$ cat src/rtl/alu_control_if.sv
// ---------------------------------------------------------------------------
// alu_control_if
//   Bundle between the main decoder (master) and the ALU control decoder
//   (slave).
//   Hold    : master -> slave, stall; registered outputs keep their value
//   ALUOp   : master -> slave, operation class (00 ld/st, 01 br, 10 R, 11 I)
//   Funct   : master -> slave, R-type function field
//   OPCode  : master -> slave, I-type opcode
//   ALUCtrl : slave -> master, registered ALU operation select
//   Illegal : slave -> master, registered undefined-encoding flag
// ---------------------------------------------------------------------------
interface alu_control_if;
    logic       Hold;
    logic [1:0] ALUOp;
    logic [3:0] Funct;
    logic [2:0] OPCode;
    logic [3:0] ALUCtrl;
    logic       Illegal;

    modport master (
        output Hold, ALUOp, Funct, OPCode,
        input  ALUCtrl, Illegal
    );

    modport slave (
        input  Hold, ALUOp, Funct, OPCode,
        output ALUCtrl, Illegal
    );
endinterface

$ cat src/rtl/alu_control.sv
// ---------------------------------------------------------------------------
// alu_control
//   Registered ALU control decoder for the 16-bit single-issue CPU.
//   Decodes ALUOp / Funct / OPCode into a 4-bit ALU select one cycle later
//   and flags undefined Funct/OPCode encodings.
//   clk   : rising-edge clock
//   rst_n : asynchronous active-low reset (ALUCtrl=ADD, Illegal=0)
//   bus   : alu_control_if.slave (Hold, ALUOp, Funct, OPCode in;
//           ALUCtrl, Illegal out)
// ---------------------------------------------------------------------------
module alu_control (
    input  logic          clk,
    input  logic          rst_n,
    alu_control_if.slave  bus
);

    // ALU operation select encodings
    localparam logic [3:0] ALU_AND = 4'b0000;
    localparam logic [3:0] ALU_OR  = 4'b0001;
    localparam logic [3:0] ALU_ADD = 4'b0010;
    localparam logic [3:0] ALU_XOR = 4'b0011;
    localparam logic [3:0] ALU_NOR = 4'b0100;
    localparam logic [3:0] ALU_SLL = 4'b0101;
    localparam logic [3:0] ALU_SUB = 4'b0110;
    localparam logic [3:0] ALU_SLT = 4'b0111;
    localparam logic [3:0] ALU_SRL = 4'b1000;
    localparam logic [3:0] ALU_SRA = 4'b1001;

    // ALUOp classes
    localparam logic [1:0] OP_MEM = 2'b00;
    localparam logic [1:0] OP_BR  = 2'b01;
    localparam logic [1:0] OP_R   = 2'b10;
    localparam logic [1:0] OP_I   = 2'b11;

    typedef struct packed {
        logic [3:0] ctrl;
        logic       illegal;
    } dec_t;

    dec_t dec_d;
    dec_t dec_q;

    // Each field is only examined inside the branch that owns it, so an
    // X/Z on an ignored field never reaches the result. Plain case (not
    // casez/casex) sends an X selector to the default arm, which yields
    // ADD instead of propagating X.
    always_comb begin
        dec_d.ctrl    = ALU_ADD;
        dec_d.illegal = 1'b0;
        case (bus.ALUOp)
            OP_MEM: dec_d.ctrl = ALU_ADD;
            OP_BR:  dec_d.ctrl = ALU_SUB;
            OP_R: begin
                case (bus.Funct)
                    4'b0000: dec_d.ctrl = ALU_ADD;
                    4'b0001: dec_d.ctrl = ALU_SUB;
                    4'b0010: dec_d.ctrl = ALU_AND;
                    4'b0011: dec_d.ctrl = ALU_OR;
                    4'b0100: dec_d.ctrl = ALU_SLT;
                    4'b0101: dec_d.ctrl = ALU_SLL;
                    4'b0110: dec_d.ctrl = ALU_SRL;
                    4'b0111: dec_d.ctrl = ALU_SRA;
                    4'b1000: dec_d.ctrl = ALU_NOR;
                    4'b1101: dec_d.ctrl = ALU_XOR;
                    default: begin
                        dec_d.ctrl    = ALU_ADD;
                        dec_d.illegal = 1'b1;
                    end
                endcase
            end
            OP_I: begin
                case (bus.OPCode)
                    3'b001:  dec_d.ctrl = ALU_AND;
                    3'b010:  dec_d.ctrl = ALU_OR;
                    3'b011:  dec_d.ctrl = ALU_ADD;
                    3'b100:  dec_d.ctrl = ALU_SLT;
                    3'b101:  dec_d.ctrl = ALU_XOR;
                    default: begin
                        dec_d.ctrl    = ALU_ADD;
                        dec_d.illegal = 1'b1;
                    end
                endcase
            end
            default: begin
                dec_d.ctrl    = ALU_ADD;
                dec_d.illegal = 1'b0;
            end
        endcase
    end

    // Reset wins over Hold; Hold freezes both output registers.
    always_ff @(posedge clk or negedge rst_n) begin
        if (!rst_n) begin
            dec_q.ctrl    <= ALU_ADD;
            dec_q.illegal <= 1'b0;
        end else if (!bus.Hold) begin
            dec_q <= dec_d;
        end
    end

    assign bus.ALUCtrl = dec_q.ctrl;
    assign bus.Illegal = dec_q.illegal;

endmodule

$ cat src/flat_wrapper.sv
// flat-port wrapper written by rule: the top's interface ports become plain ports
module alu_control_flat 
  (clk, rst_n, bus_Hold, bus_ALUOp, bus_Funct, bus_OPCode, bus_ALUCtrl, bus_Illegal);
  alu_control_if bus_i ();
  input  logic clk;
  input  logic rst_n;
  input wire logic [$bits(bus_i.Hold)-1:0] bus_Hold;
  input wire logic [$bits(bus_i.ALUOp)-1:0] bus_ALUOp;
  input wire logic [$bits(bus_i.Funct)-1:0] bus_Funct;
  input wire logic [$bits(bus_i.OPCode)-1:0] bus_OPCode;
  output wire logic [$bits(bus_i.ALUCtrl)-1:0] bus_ALUCtrl;
  output wire logic [$bits(bus_i.Illegal)-1:0] bus_Illegal;
  assign bus_i.Hold = bus_Hold;
  assign bus_i.ALUOp = bus_ALUOp;
  assign bus_i.Funct = bus_Funct;
  assign bus_i.OPCode = bus_OPCode;
  assign bus_ALUCtrl = bus_i.ALUCtrl;
  assign bus_Illegal = bus_i.Illegal;
  alu_control u_core (.clk(clk), .rst_n(rst_n), .bus(bus_i));
endmodule
$ cat config.mk
export PLATFORM = sky130hd
export DESIGN_NAME = alu_control_flat
export DESIGN_NICKNAME = d
export VERILOG_FILES = /design/src/rtl/alu_control_if.sv /design/src/rtl/alu_control.sv /design/src/flat_wrapper.sv
export SDC_FILE = /design/constraint.sdc
export NUM_CORES = 1
export LEC_CHECK = 0
export ABC_AREA = 1
export BUFFER_PORTS_ARGS = -buffer_cell sky130_fd_sc_hd__buf_2
export CAP_MARGIN = 5
export CORE_AREA = 8 8 45 47
export DETAILED_ROUTE_END_ITERATION = 8
export DIE_AREA = 0 0 53 55
export PLACE_DENSITY_LB_ADDON = 0.2
export SLEW_MARGIN = 15
export SYNTH_ARGS = -nofsm -noshare
export SYNTH_HDL_FRONTEND = slang
export SYNTH_SLANG_ARGS = --single-unit
$ cat constraint.sdc
create_clock -name clk -period 2.18 [get_ports clk]
set_clock_uncertainty 0.2 [all_clocks]
set_input_delay 0.218 -clock clk [delete_from_list [all_inputs] [get_ports clk]]
set_output_delay 0.218 -clock clk [all_outputs]
set_load 0.01 [all_outputs]
# After elaboration in Yosys (flattened, before gate mapping)
# Index checks and enable logic that the tools add are counted.
[classes] reduce_logical=4 mux=6 eq_ne=17
[ops] op="one-hot mux 4 bit (9 select lines)" n=1
[ops] op="== test 4 x 3 -> 1 bit, second input constant" n=4
[ops] op="one-hot mux 4 bit (4 select lines)" n=1
[ops] op="one-hot mux 3 bit (4 select lines)" n=1
[ops] op="OR reduction 10 bit" n=1
[ops] op="== test 4 x 2 -> 1 bit, second input constant" n=2
[ops] op="== test 4 bit, second input constant" n=2
[ops] op="== test 3 x 2 -> 1 bit, second input constant" n=2
[ops] op="== test 3 bit, second input constant" n=2
[ops] op="OR reduction 5 bit" n=1
[ops] op="== test 2 bit, second input constant" n=2
[ops] op="== test 4 x 1 -> 1 bit, second input constant" n=1
[ops] op="logical NOT 4 bit" n=1
[ops] op="== test 3 x 1 -> 1 bit, second input constant" n=1
[ops] op="== test 2 x 1 -> 1 bit, second input constant" n=1
[ops] op="logical NOT 2 bit" n=1
[ops] op="two-way mux 1 bit" n=2
[ops] op="one-hot mux 1 bit (2 select lines)" n=1
[word_totals] regBits=5 in_bits=12

# Logic depth before layout (Yosys ltp)
[depth] word_depth=4 ltp_mapped=8

# Worst setup path before layout
# OpenSTA, ideal clock, no wires.
[synth_path] kind="input to register" start="input bus_Funct[1]" end="register u_core.dec_q (netlist bit u_core.bus.Illegal)" t_arrival_ns=0.678 setup_slack_ns=1.186 required_time_ns=1.864 path_stages=8 cell_sequence="inv_2 nand2_1 nor2_2 nor2_2 nand3_1 nand2_1 nand2_1 nand2_1"
[synth_between] elab_chain_cells=4 elab_cells_between_ends=13
[synth_lines] element="from (decl)" line_no="flat_wrapper.sv:9" source="input wire logic [$bits(bus_i.Funct)-1:0] bus_Funct;"
[synth_lines] element="== test 4 x 1 -> 1 bit (tied with other cells)" line_no="alu_control.sv:54" source="case (bus.Funct)"
[synth_lines] element="OR reduction 10 bit (no line) (*)"
[synth_lines] element="two-way mux 1 bit (*)" line_no="alu_control.sv:54"
[synth_lines] element="one-hot mux 1 bit (2 select lines) (*)" line_no="alu_control.sv:50" source="case (bus.ALUOp)"
[synth_lines] element="to (decl)" line_no="alu_control.sv:41" source="dec_t dec_q;"
# Every way passes the cells marked *; elsewhere a longest branch is shown, timed or not.
# A chain may end at the register's enable or synchronous reset.

# Worst setup path after layout
[layout_path] start="register u_core.dec_q (netlist bit u_core.bus.ALUCtrl[1])" end="output bus_ALUCtrl[1]"
[layout_lines] element="to (decl)" line_no="flat_wrapper.sv:11" source="output wire logic [$bits(bus_i.ALUCtrl)-1:0] bus_ALUCtrl;"
# No word-level cell between the ends.

==> metrics.yaml <==
worstReg2RegStart: "u_core.bus.ALUCtrl[1]"
power_density_nw_per_um2: 521
die_h_um: 55
routedWlPerCell_um: 9.64
layout-drive-gt1-share: 0.319
crit_fanout: 2
period_needed_ns: 1.29
grt_pass1_vias: 469
rsz0062_at_grt: "no"
fmax_mhz: 774
antenna_found_initial: 0
hp-class: "input pin to flip-flop"
setup.worst_path.end: "bus_ALUCtrl[1]"
drt_pre_antenna_iters: 4
cts_inserted_buffers: 3
synth_edf_count: 0
grt-ovfl-total: 0
crit_chain: "buf_2"
setup_viol: 0
synth_top_area_cell: "dfrtp_1"
slowest_stage: "dfstp_2"
power_uw: 286
core-area_um2: 1380
final_nets: 104
synth_area_leaders: "dfrtp_1, nand2_1, nand3_1, a21oi_1, nor2_1"
synth_ff_type: "dfrtp_1"
yosysWarnings: 0
reg2reg_depth: 2
setup_tns_ns: 0
async_flop_share: 1.00
fillers: 157
hold_slack_ns: 0.0507
cts.sinks: 5
netlist_top_cells_count: "nand2_1, nor2_1, inv_1, nand3_1, a21oi_1"
critPathTopFamily: "flip-flops"
drt_iter0_drc: 5
cts_resized: 0
drt-total-wl_um: 1030
r2r-end: "u_core.bus.ALUCtrl[1]"
syn_area_um2: 417
root_buffer: "clkbuf_4"
crit_buf_inv: 1
clk_pin_slew_worst_paths_ns: 0.04
antenna_cells: 0
start_util: 0.301
holdBufCountCts: 1
ir_drop_mv: 0.167
ys_ff_latch: 5
std_cell_rows: 14
final-seq-area_um2: 126
multi_input_area_um2: 248
max_cap_viol_count: 0
dp_hpwl_um: 893
die_w_um: 53
synth_most_common_cell: "nand2_1"
hold_viol_final: 0
worstSetupPathType: "flip-flop to primary output"
clk_path_buf_depth: 2
io_pins: 17
endpoint_kind: "primary output"
grt_pass1_wl_um: 1700
tritoncts: "done"
rrSetupSlack_ns: 1.30
period_share: 0.593
fin_util: 0.396
grt.total_usage: 0.0766
yosysSeqAreaShare: 0.303
drtAntennaViolNets: 0
cp_slowest_stage_delay_ns: 0.52
io_buffers: 16
start_kind: "flip-flop"
required_ns: 1.76
p_leak_uw: 0.000315
drt-vias-per-instance: 4.56
synth_top_area_share: 0.240
crit_cells: 1
arrival_ns: 0.87
synthCells: 71
cts_max_level: 1
area_delta_synth_final_pct: 31.5
status: "finished, final reports clean"
timing.final.max_slew_violations: 0
grt_start_max_net_pins: 9
die_area_um2: 2920
postCtsSetupBuffers: 0
syn-num-nets: 83
slew_headroom: 0.880
drc_errors: 0
syn_area_per_cell_um2: 5.87
setup.worst_path.start: "u_core.bus.ALUCtrl[1]"
vias: 488
worst_pin_slew_ns: 0.179
synth_cell_type_count: 15
clock_latency_ns: 0.23
place.gp.congestion: 0.737
## final cells by class
| type | count | area share |
|---|---|---|
| Inverter | 10 | 0.0685 |
| Clock buffer | 4 | 0.0479 |
| Multi-Input combinational cell | 55 | 0.452 |
| Sequential cell | 5 | 0.231 |
| Tap cell | 16 | 0.0365 |
| Timing Repair Buffer | 17 | 0.164 |
## logic make-up (layout without fill, tap and decap cells)
group           count (synthesis)  count (layout)  share of synthesized area
simple gates                   45              45                      0.465
buf+inv                        11              31                      0.102
compound gates                 10              10                      0.129
flops                           5               5                      0.303
## per-layer routing
metal	wire length (um)	global-route usage	vias to the layer above	share of wire
met4	10	0.0647	0	0.0097
met1	431	0.0809	210	0.42
li1	-	-	264	-
met2	496	0.121	12	0.48
met3	93	0.0267	2	0.090
met5	0	0	-	0
## per-stage QoR
step | cell area [um2] | cells | setup slack, ns
after CTS | 548 | 107 | 0.873
after floorplan | 417 | 71 | 1.19
after global routing | 548 | 107 | 0.850
final | 548 | 107 | 0.888
after detailed placement | 512 | 102 | 0.963
after global placement | 512 | 102 | 0.958
## power by group
group / internal (uW) / leakage (uW) / switching (uW) / total (uW)
logic: 29.3 / 0.000238 / 44.4 / 73.7
clock network: 69.1 / 0.0000150 / 36.8 / 106
registers: 102 / 0.0000615 / 3.69 / 106
total: 201 / 0.000315 / 85.0 / 286
## sequential cells by signal, summed over array words and instances (netlist names)
name / cells
u_core.bus.ALUCtrl: 4
u_core.bus.Illegal: 1
## placed cells by master (no fill, tap or decap)
master	Yosys	final
buf_2	0	16
nand2_2	1	1
o21ai_1	1	1
nand3_1	7	7
inv_1	7	7
a21oi_2	1	1
dfrtp_1	4	4
dlygate4sd3_1	0	1
clkbuf_4	0	3
o21ai_0	2	2
nor2_1	8	8
inv_2	3	3
clkbuf_1	0	1
nand2_1	25	25
nand3_2	1	1
nor2_2	3	3
a21oi_1	6	6
dfstp_2	1	1
## worst min path at each step
stage	start	end	slack [ns]	cells after the start
floorplan	rst_n	u_core.bus.ALUCtrl[0]	-0.28	0
global route	bus_Hold	u_core.bus.ALUCtrl[1]	0.06	3
detailed placement	rst_n	u_core.bus.ALUCtrl[2]	-0.16	1
finish	bus_Hold	u_core.bus.ALUCtrl[1]	0.05	3
CTS	bus_Hold	u_core.bus.ALUCtrl[1]	0.05	3
global placement	rst_n	u_core.bus.ALUCtrl[2]	-0.16	1
No activity file was read; power rests on OpenSTA's default activity.
